### src/rtl/uart_receiver_pkg.sv
// Shared constants for the UART receiver: default line configuration and
// the ASCII character codes used by the surrounding codebase.
package uart_receiver_pkg;

   localparam int unsigned DEFAULT_CLOCK_FREQUENCY = 50000000;
   localparam int unsigned DEFAULT_BAUD_RATE       = 115200;

   localparam logic [7:0] ASCII_NUL   = 8'h00;
   localparam logic [7:0] ASCII_LF    = 8'h0A;
   localparam logic [7:0] ASCII_CR    = 8'h0D;
   localparam logic [7:0] ASCII_SPACE = 8'h20;
   localparam logic [7:0] ASCII_COLON = 8'h3A;
   localparam logic [7:0] ASCII_S     = 8'h53;
   localparam logic [7:0] ASCII_U     = 8'h55;
   localparam logic [7:0] ASCII_DEL   = 8'h7F;

endpackage

### src/rtl/sync_2ff.sv
// Two-flop synchronizer for a single asynchronous bit, with a selectable
// reset value so an idle-high line does not look like activity after reset.
module sync_2ff #(
   parameter logic RESET_VALUE = 1'b0
) (
   input  logic clock,
   input  logic reset_n,
   input  logic d,
   output logic q
);

   logic meta;

   // Capture the asynchronous input through two flops to settle metastability.
   always_ff @(posedge clock or negedge reset_n) begin
      if (!reset_n) begin
         meta <= RESET_VALUE;
         q    <= RESET_VALUE;
      end else begin
         meta <= d;
         q    <= meta;
      end
   end

endmodule

### src/rtl/uart_receiver.sv
// 8N1 UART receiver. The start bit is confirmed at its middle, then each
// data bit and the stop bit are sampled one bit period apart. Good frames
// raise char_ready for one clock; a low stop bit raises framing_error once
// and the receiver waits for the line to return high.
module uart_receiver
   import uart_receiver_pkg::*;
#(
   parameter int unsigned CLOCK_FREQUENCY = DEFAULT_CLOCK_FREQUENCY,
   parameter int unsigned BAUD_RATE       = DEFAULT_BAUD_RATE
) (
   input  logic       clock,
   input  logic       reset_n,
   input  logic       rx,
   output logic [7:0] char_data,
   output logic       char_ready,
   output logic       framing_error
);

   localparam int unsigned BIT_PERIOD  = CLOCK_FREQUENCY / BAUD_RATE;
   localparam int unsigned HALF_PERIOD = BIT_PERIOD / 2;
   localparam int unsigned CNT_W       = $clog2(BIT_PERIOD) + 1;

   // The counter is loaded with N-1 and sampling happens when it reads zero,
   // so a sample lands exactly N clocks after the load.
   localparam logic [CNT_W-1:0] PERIOD_RELOAD = CNT_W'(BIT_PERIOD - 1);
   localparam logic [CNT_W-1:0] HALF_RELOAD   = CNT_W'(HALF_PERIOD - 1);

   localparam logic [2:0] ST_IDLE      = 3'd0;
   localparam logic [2:0] ST_START     = 3'd1;
   localparam logic [2:0] ST_DATA      = 3'd2;
   localparam logic [2:0] ST_STOP      = 3'd3;
   localparam logic [2:0] ST_WAIT_HIGH = 3'd4;

   logic             rx_s;
   logic [2:0]       state;
   logic [CNT_W-1:0] period_cnt;
   logic [2:0]       bit_idx;
   logic [7:0]       shift_reg;

   sync_2ff #(
      .RESET_VALUE (1'b1)
   ) u_rx_sync (
      .clock   (clock),
      .reset_n (reset_n),
      .d       (rx),
      .q       (rx_s)
   );

   // Frame FSM with bit timing, data capture and single-clock status pulses.
   always_ff @(posedge clock or negedge reset_n) begin
      if (!reset_n) begin
         state         <= ST_IDLE;
         period_cnt    <= '0;
         bit_idx       <= '0;
         shift_reg     <= '0;
         char_data     <= '0;
         char_ready    <= 1'b0;
         framing_error <= 1'b0;
      end else begin
         char_ready    <= 1'b0;
         framing_error <= 1'b0;
         case (state)
            ST_IDLE: begin
               if (!rx_s) begin
                  state      <= ST_START;
                  period_cnt <= HALF_RELOAD;
               end
            end
            ST_START: begin
               if (period_cnt == '0) begin
                  if (!rx_s) begin
                     state      <= ST_DATA;
                     bit_idx    <= '0;
                     period_cnt <= PERIOD_RELOAD;
                  end else begin
                     state <= ST_IDLE;
                  end
               end else begin
                  period_cnt <= period_cnt - 1'b1;
               end
            end
            ST_DATA: begin
               if (period_cnt == '0) begin
                  shift_reg[bit_idx] <= rx_s;
                  period_cnt         <= PERIOD_RELOAD;
                  if (bit_idx == 3'd7) begin
                     state <= ST_STOP;
                  end else begin
                     bit_idx <= bit_idx + 1'b1;
                  end
               end else begin
                  period_cnt <= period_cnt - 1'b1;
               end
            end
            ST_STOP: begin
               if (period_cnt == '0) begin
                  if (rx_s) begin
                     char_data  <= shift_reg;
                     char_ready <= 1'b1;
                     state      <= ST_IDLE;
                  end else begin
                     framing_error <= 1'b1;
                     state         <= ST_WAIT_HIGH;
                  end
               end else begin
                  period_cnt <= period_cnt - 1'b1;
               end
            end
            ST_WAIT_HIGH: begin
               if (rx_s) begin
                  state <= ST_IDLE;
               end
            end
            default: begin
               state <= ST_IDLE;
            end
         endcase
      end
   end

endmodule

### config.mk
export PLATFORM = sky130hd
export DESIGN_NAME = uart_receiver
export DESIGN_NICKNAME = d
export VERILOG_FILES = /design/src/rtl/uart_receiver_pkg.sv /design/src/rtl/sync_2ff.sv /design/src/rtl/uart_receiver.sv
export SDC_FILE = /design/constraint.sdc
export NUM_CORES = 1
export LEC_CHECK = 0
export CORE_UTILIZATION = 35
export DETAILED_ROUTE_END_ITERATION = 10
export PLACE_DENSITY = 0.59
export SYNTH_ARGS = -nofsm -noshare
export SYNTH_HDL_FRONTEND = slang
export SYNTH_SLANG_ARGS = --single-unit
### constraint.sdc
create_clock -name clock -period 2.1 [get_ports clock]
set_input_delay 0.42 -clock clock [delete_from_list [all_inputs] [get_ports clock]]
set_output_delay 0.42 -clock clock [all_outputs]
set_load 0.05 [all_outputs]
==> summary.md <==
| Metric | Value |
|---|---|
| ANT cells | `0` |
| Post-Route WL | `3.963 mm` |
| Run status | `complete, but fails checks` |
| Syn. warnings | `0` |
| Hold Path Stages | `0` |
| Max incr delay on CP | `0.51 ns` |
| Grt peak-use layer | `met2` |
| Met2 Usage GRT | `26.03%` |
| Number of global-route vias before repair | `1444` |
| RSZ-0062 raised after global routing | `true` |
| Bufs and invs on worst path | `2` |
| Tot GR Track Use | `16.40%` |
| Worst-Margin Slew | `0.5656 ns` |
| Met1 Use GR | `21.56%` |
| Total power | `0.001331 W` |
| Reg clk slew, reported paths | `0.08 ns` |
| Setup ws final | `-0.03842 ns` |
| R2R Setup Slk | `-0.04 ns` |
| Switching Fraction | `20.63%` |
| Xor/xnor share of the synthesized area | `0%` |
| Minimum clock period | `2.138 ns` |
| Global-route wire length before repair | `6.872 mm` |
| Startpoint Class | `flop` |
| Port bufs | `12` |
| Via count | `1476` |
| HP Start | `u_rx_sync.meta` |
| Peak supply drop | `0.2102 mV` |
| Cells along the critical path | `inv_1, ha_2, or4b_4, buf_6, or4_4, a221oi_2, o22ai_1` |
| Post-synthesis register bit count | `36` |
| Largest family of logic cells by synthesized area | `simple AND/OR/NAND/NOR gates` |
| Hold Crit Class | `reg -> reg` |
| Worst r2r path cells | `7` |
| Syn_nets | `178` |
| Clock power share | `45.5%` |
| Clock Root Buffer | `clkbuf_8` |
| Seq pwr share | `52.4%` |
| Final worst-path cycle share | `101.8%` |
| Remaining global-route overflow | `0` |
| Comb pwr share | `2.1%` |
| Post-route ant nets | `0` |
| Row count | `26` |
| CP arrival | `2.33 ns` |
| RR Startpoint | `period_cnt[1]` |
| Internal power | `0.001056 W` |
| Crit. End Element | `flop` |
| Clock skew | `0.01685 ns` |
| P_sw | `0.0002745 W` |
| Drt drc | `0` |
| Cell variety after synth | `46` |
| Crit path max fanout | `5` |
| Cell Area, Synth | `0.001849 mm2` |
| Htree depth | `2` |
| Slowest CP cell | `or4b_4` |
| Initial antenna violation count | `0` |
| Worst-case hold path end point | `u_rx_sync.q` |
| Compound-Gate Fraction of Synth Area | `14.68%` |
| CTS Sinks | `36` |
| P_leak | `1.077 nW` |
| Setup violators final | `1` |
| Post-DP HPWL | `2.825 mm` |
| Number of CTS-inserted buffers | `5` |
| Max reg flops | `10` |
| Die Span X | `74.69 um` |
| Max-slew headroom | `62.29%` |
| Initial DRC count | `63` |
| Number of max-cap violations | `0` |
| Cells after Synth | `172` |
| Power Dens Cells | `561.2 mW/mm2` |
| Share of layout cells above drive strength 1 | `32.06%` |
| Gp weighted congestion | `0.8903` |
| TNS Setup | `-0.03842 ns` |
| Via density per instance | `5.290` |
| Fmax | `467.6 MHz` |
| Die Y | `74.69 um` |
| Clock latency on the worst-skew pair | `0.30 ns` |
| Worst-case clock buffer depth | `2` |
| Count of final hold-check violations | `0` |
| I/O pin cnt | `13` |
| Pins Over Slew Limit | `0` |
| Met3 usage | `4.150%` |
| Largest net degree at the start of global routing | `37` |
| Drt first pass iters | `4` |
| TritonCTS clock tree | `yes` |
| Core area | `0.005107 mm2` |
| Family with the most delay on the worst path | `simple AND/OR/NAND/NOR gates` |
| EDFF count, synth | `0` |
| Place WS | `-0.03922 ns` |
| Post-synthesis sequential area ratio | `48.85%` |
| Fin nets | `214` |
| Most used DFF post-synth | `dfrtp_1` |
| Initial Utilization | `36.21%` |
| Failing checks | `negative setup slack` |
| Post-synthesis mux area share | `10.83%` |
| Data required, critical path | `2.29 ns` |
| Post-Synth Simple-Gate Area | `18.34%` |
| Area Overhead vs Synth | `28.21%` |
| Post-synthesis adder-cell area fraction | `2.030%` |
| Die area | `0.005579 mm2` |
| Layout fillers | `495` |
| CP Class | `reg -> reg` |
| Syn avg cell area | `10.75 um2` |
| R2R Path End | `period_cnt[3]` |
| Async S/R FF share, synth | `100.0%` |
| Routed wire per std cell | `14.20 um` |
-- layout by cell type, fill, tap and decap left out, types with 3 or more instances in the layout --
| cell type | n |
|---|---|
| o22ai_1 | 3 |
| a221oi_1 | 3 |
| buf_4 | 26 |
| inv_1 | 10 |
| clkdlybuf4s50_1 | 12 |
| nor3_1 | 4 |
| nor2b_1 | 3 |
| mux2_2 | 16 |
| clkbuf_8 | 5 |
| nor2_1 | 10 |
| dfrtp_1 | 34 |
| nor4_1 | 3 |
| nand4_1 | 9 |
| nand2_1 | 13 |
| nor3b_1 | 3 |
| a21oi_1 | 4 |
-- metrics by stage --
step / hold WS (ns) / cells / instance area, um2 / utilization (%)
2_1_floorplan: 0.1244 / 172 / 1862 / -
3_3_place_gp: 0.3462 / 270 / 2225 / 43.56
3_5_place_dp: 0.3475 / 270 / 2225 / 43.56
4_1_cts: 0.3581 / 279 / 2357 / 46.15
5_1_grt: 0.3641 / 279 / 2371 / 46.42
6_report: 0.3561 / 279 / 2371 / 46.42
-- power by group through the flow --
| stage | Sequential [W] | Clock [W] | Combinational [W] |
|---|---|---|---|
| after floorplan | 0.000711 | 0 | 0.00000636 |
| after global placement | 0.000710 | 0 | 0.0000283 |
| after detailed placement | 0.000710 | 0 | 0.0000297 |
| after CTS | 0.000697 | 0.000629 | 0.0000297 |
| after global routing | 0.000697 | 0.000649 | 0.0000326 |
| final | 0.000697 | 0.000606 | 0.0000277 |
-- area by class of cell --
cell class / instances / area (um2) / share of cell area [%]
sequential: 36 / 903.4 / 38.10
clock inverter: 2 / 35.03 / 1.478
timing repair buffer: 40 / 346.6 / 14.62
tap: 70 / 87.58 / 3.694
clock buffer: 6 / 72.57 / 3.061
inverter: 11 / 41.29 / 1.741
multi-input combinational: 114 / 884.6 / 37.31
-- timing repair --
action                                  in CTS  in global routing
endpoints found under the setup margin      12                 23
hold buffers                                 0                  0
pin swaps                                    1                  1
gates resized for setup                      5                  3
cloned                                       0                  0
buffers inserted                             1                  0
-- per-layer routing --
layer / up-vias / wire length, um / share of wire (%)
met4: 0 / 67 / 1.7
met1: 731 / 1849 / 47
met3: 7 / 129 / 3.3
met2: 26 / 1916 / 48
li1: 712 / - / -
met5: - / 0 / 0
-- cell usage after synthesis, drive strengths merged (2+ instances only) --
| library cell | n | area (um2) |
|---|---|---|
| o21ai | 2 | 10.01 |
| a2111oi | 2 | 17.52 |
| mux2 | 16 | 180.2 |
| o22ai | 3 | 18.77 |
| o31ai | 2 | 15.01 |
| nand4 | 9 | 56.30 |
| nand2 | 13 | 48.80 |
| nor2 | 10 | 37.54 |
| ha | 3 | 37.54 |
| dfstp | 2 | 52.55 |
| nor2b | 3 | 18.77 |
| dfrtp | 34 | 850.8 |
| and3 | 2 | 12.51 |
| nand3 | 2 | 10.01 |
| clkbuf | 8 | 30.03 |
| a221oi | 4 | 41.29 |
| o32ai | 2 | 17.52 |
| inv | 11 | 41.29 |
| nor4 | 5 | 37.53 |
| a211o | 2 | 17.52 |
| or4 | 2 | 18.77 |
| buf | 3 | 26.27 |
| and3b | 2 | 17.52 |
| nor3b | 3 | 22.52 |
| nor3 | 5 | 30.03 |
| a21oi | 4 | 20.02 |
| a21bo | 2 | 20.02 |
| a21o | 2 | 15.01 |
| mux2i | 2 | 20.02 |
-- worst max-delay path by stage --
stage,slack [ns],from,cells after the start,endpoint
finish,-0.04,period_cnt[1],7,period_cnt[3]
CTS,-0.02,period_cnt[1],7,period_cnt[3]
global placement,-0.002,period_cnt[0],7,period_cnt[3]
floorplan,-0.12,period_cnt[0],8,char_data[0]
global route,-0.09,period_cnt[1],7,period_cnt[3]
detailed placement,-0.04,period_cnt[0],7,period_cnt[3]
-- cells by family (layout without fill, tap and decap cells) --
group	count (synthesis)	count (layout)
adders and majority gates	3	3
muxes	18	18
DFF	36	36
and+or+nand+nor	59	59
AOI/OAI and AO/OA	34	34
buffers and inverters	22	59
Note: power is estimated with default switching activity, not from simulation.
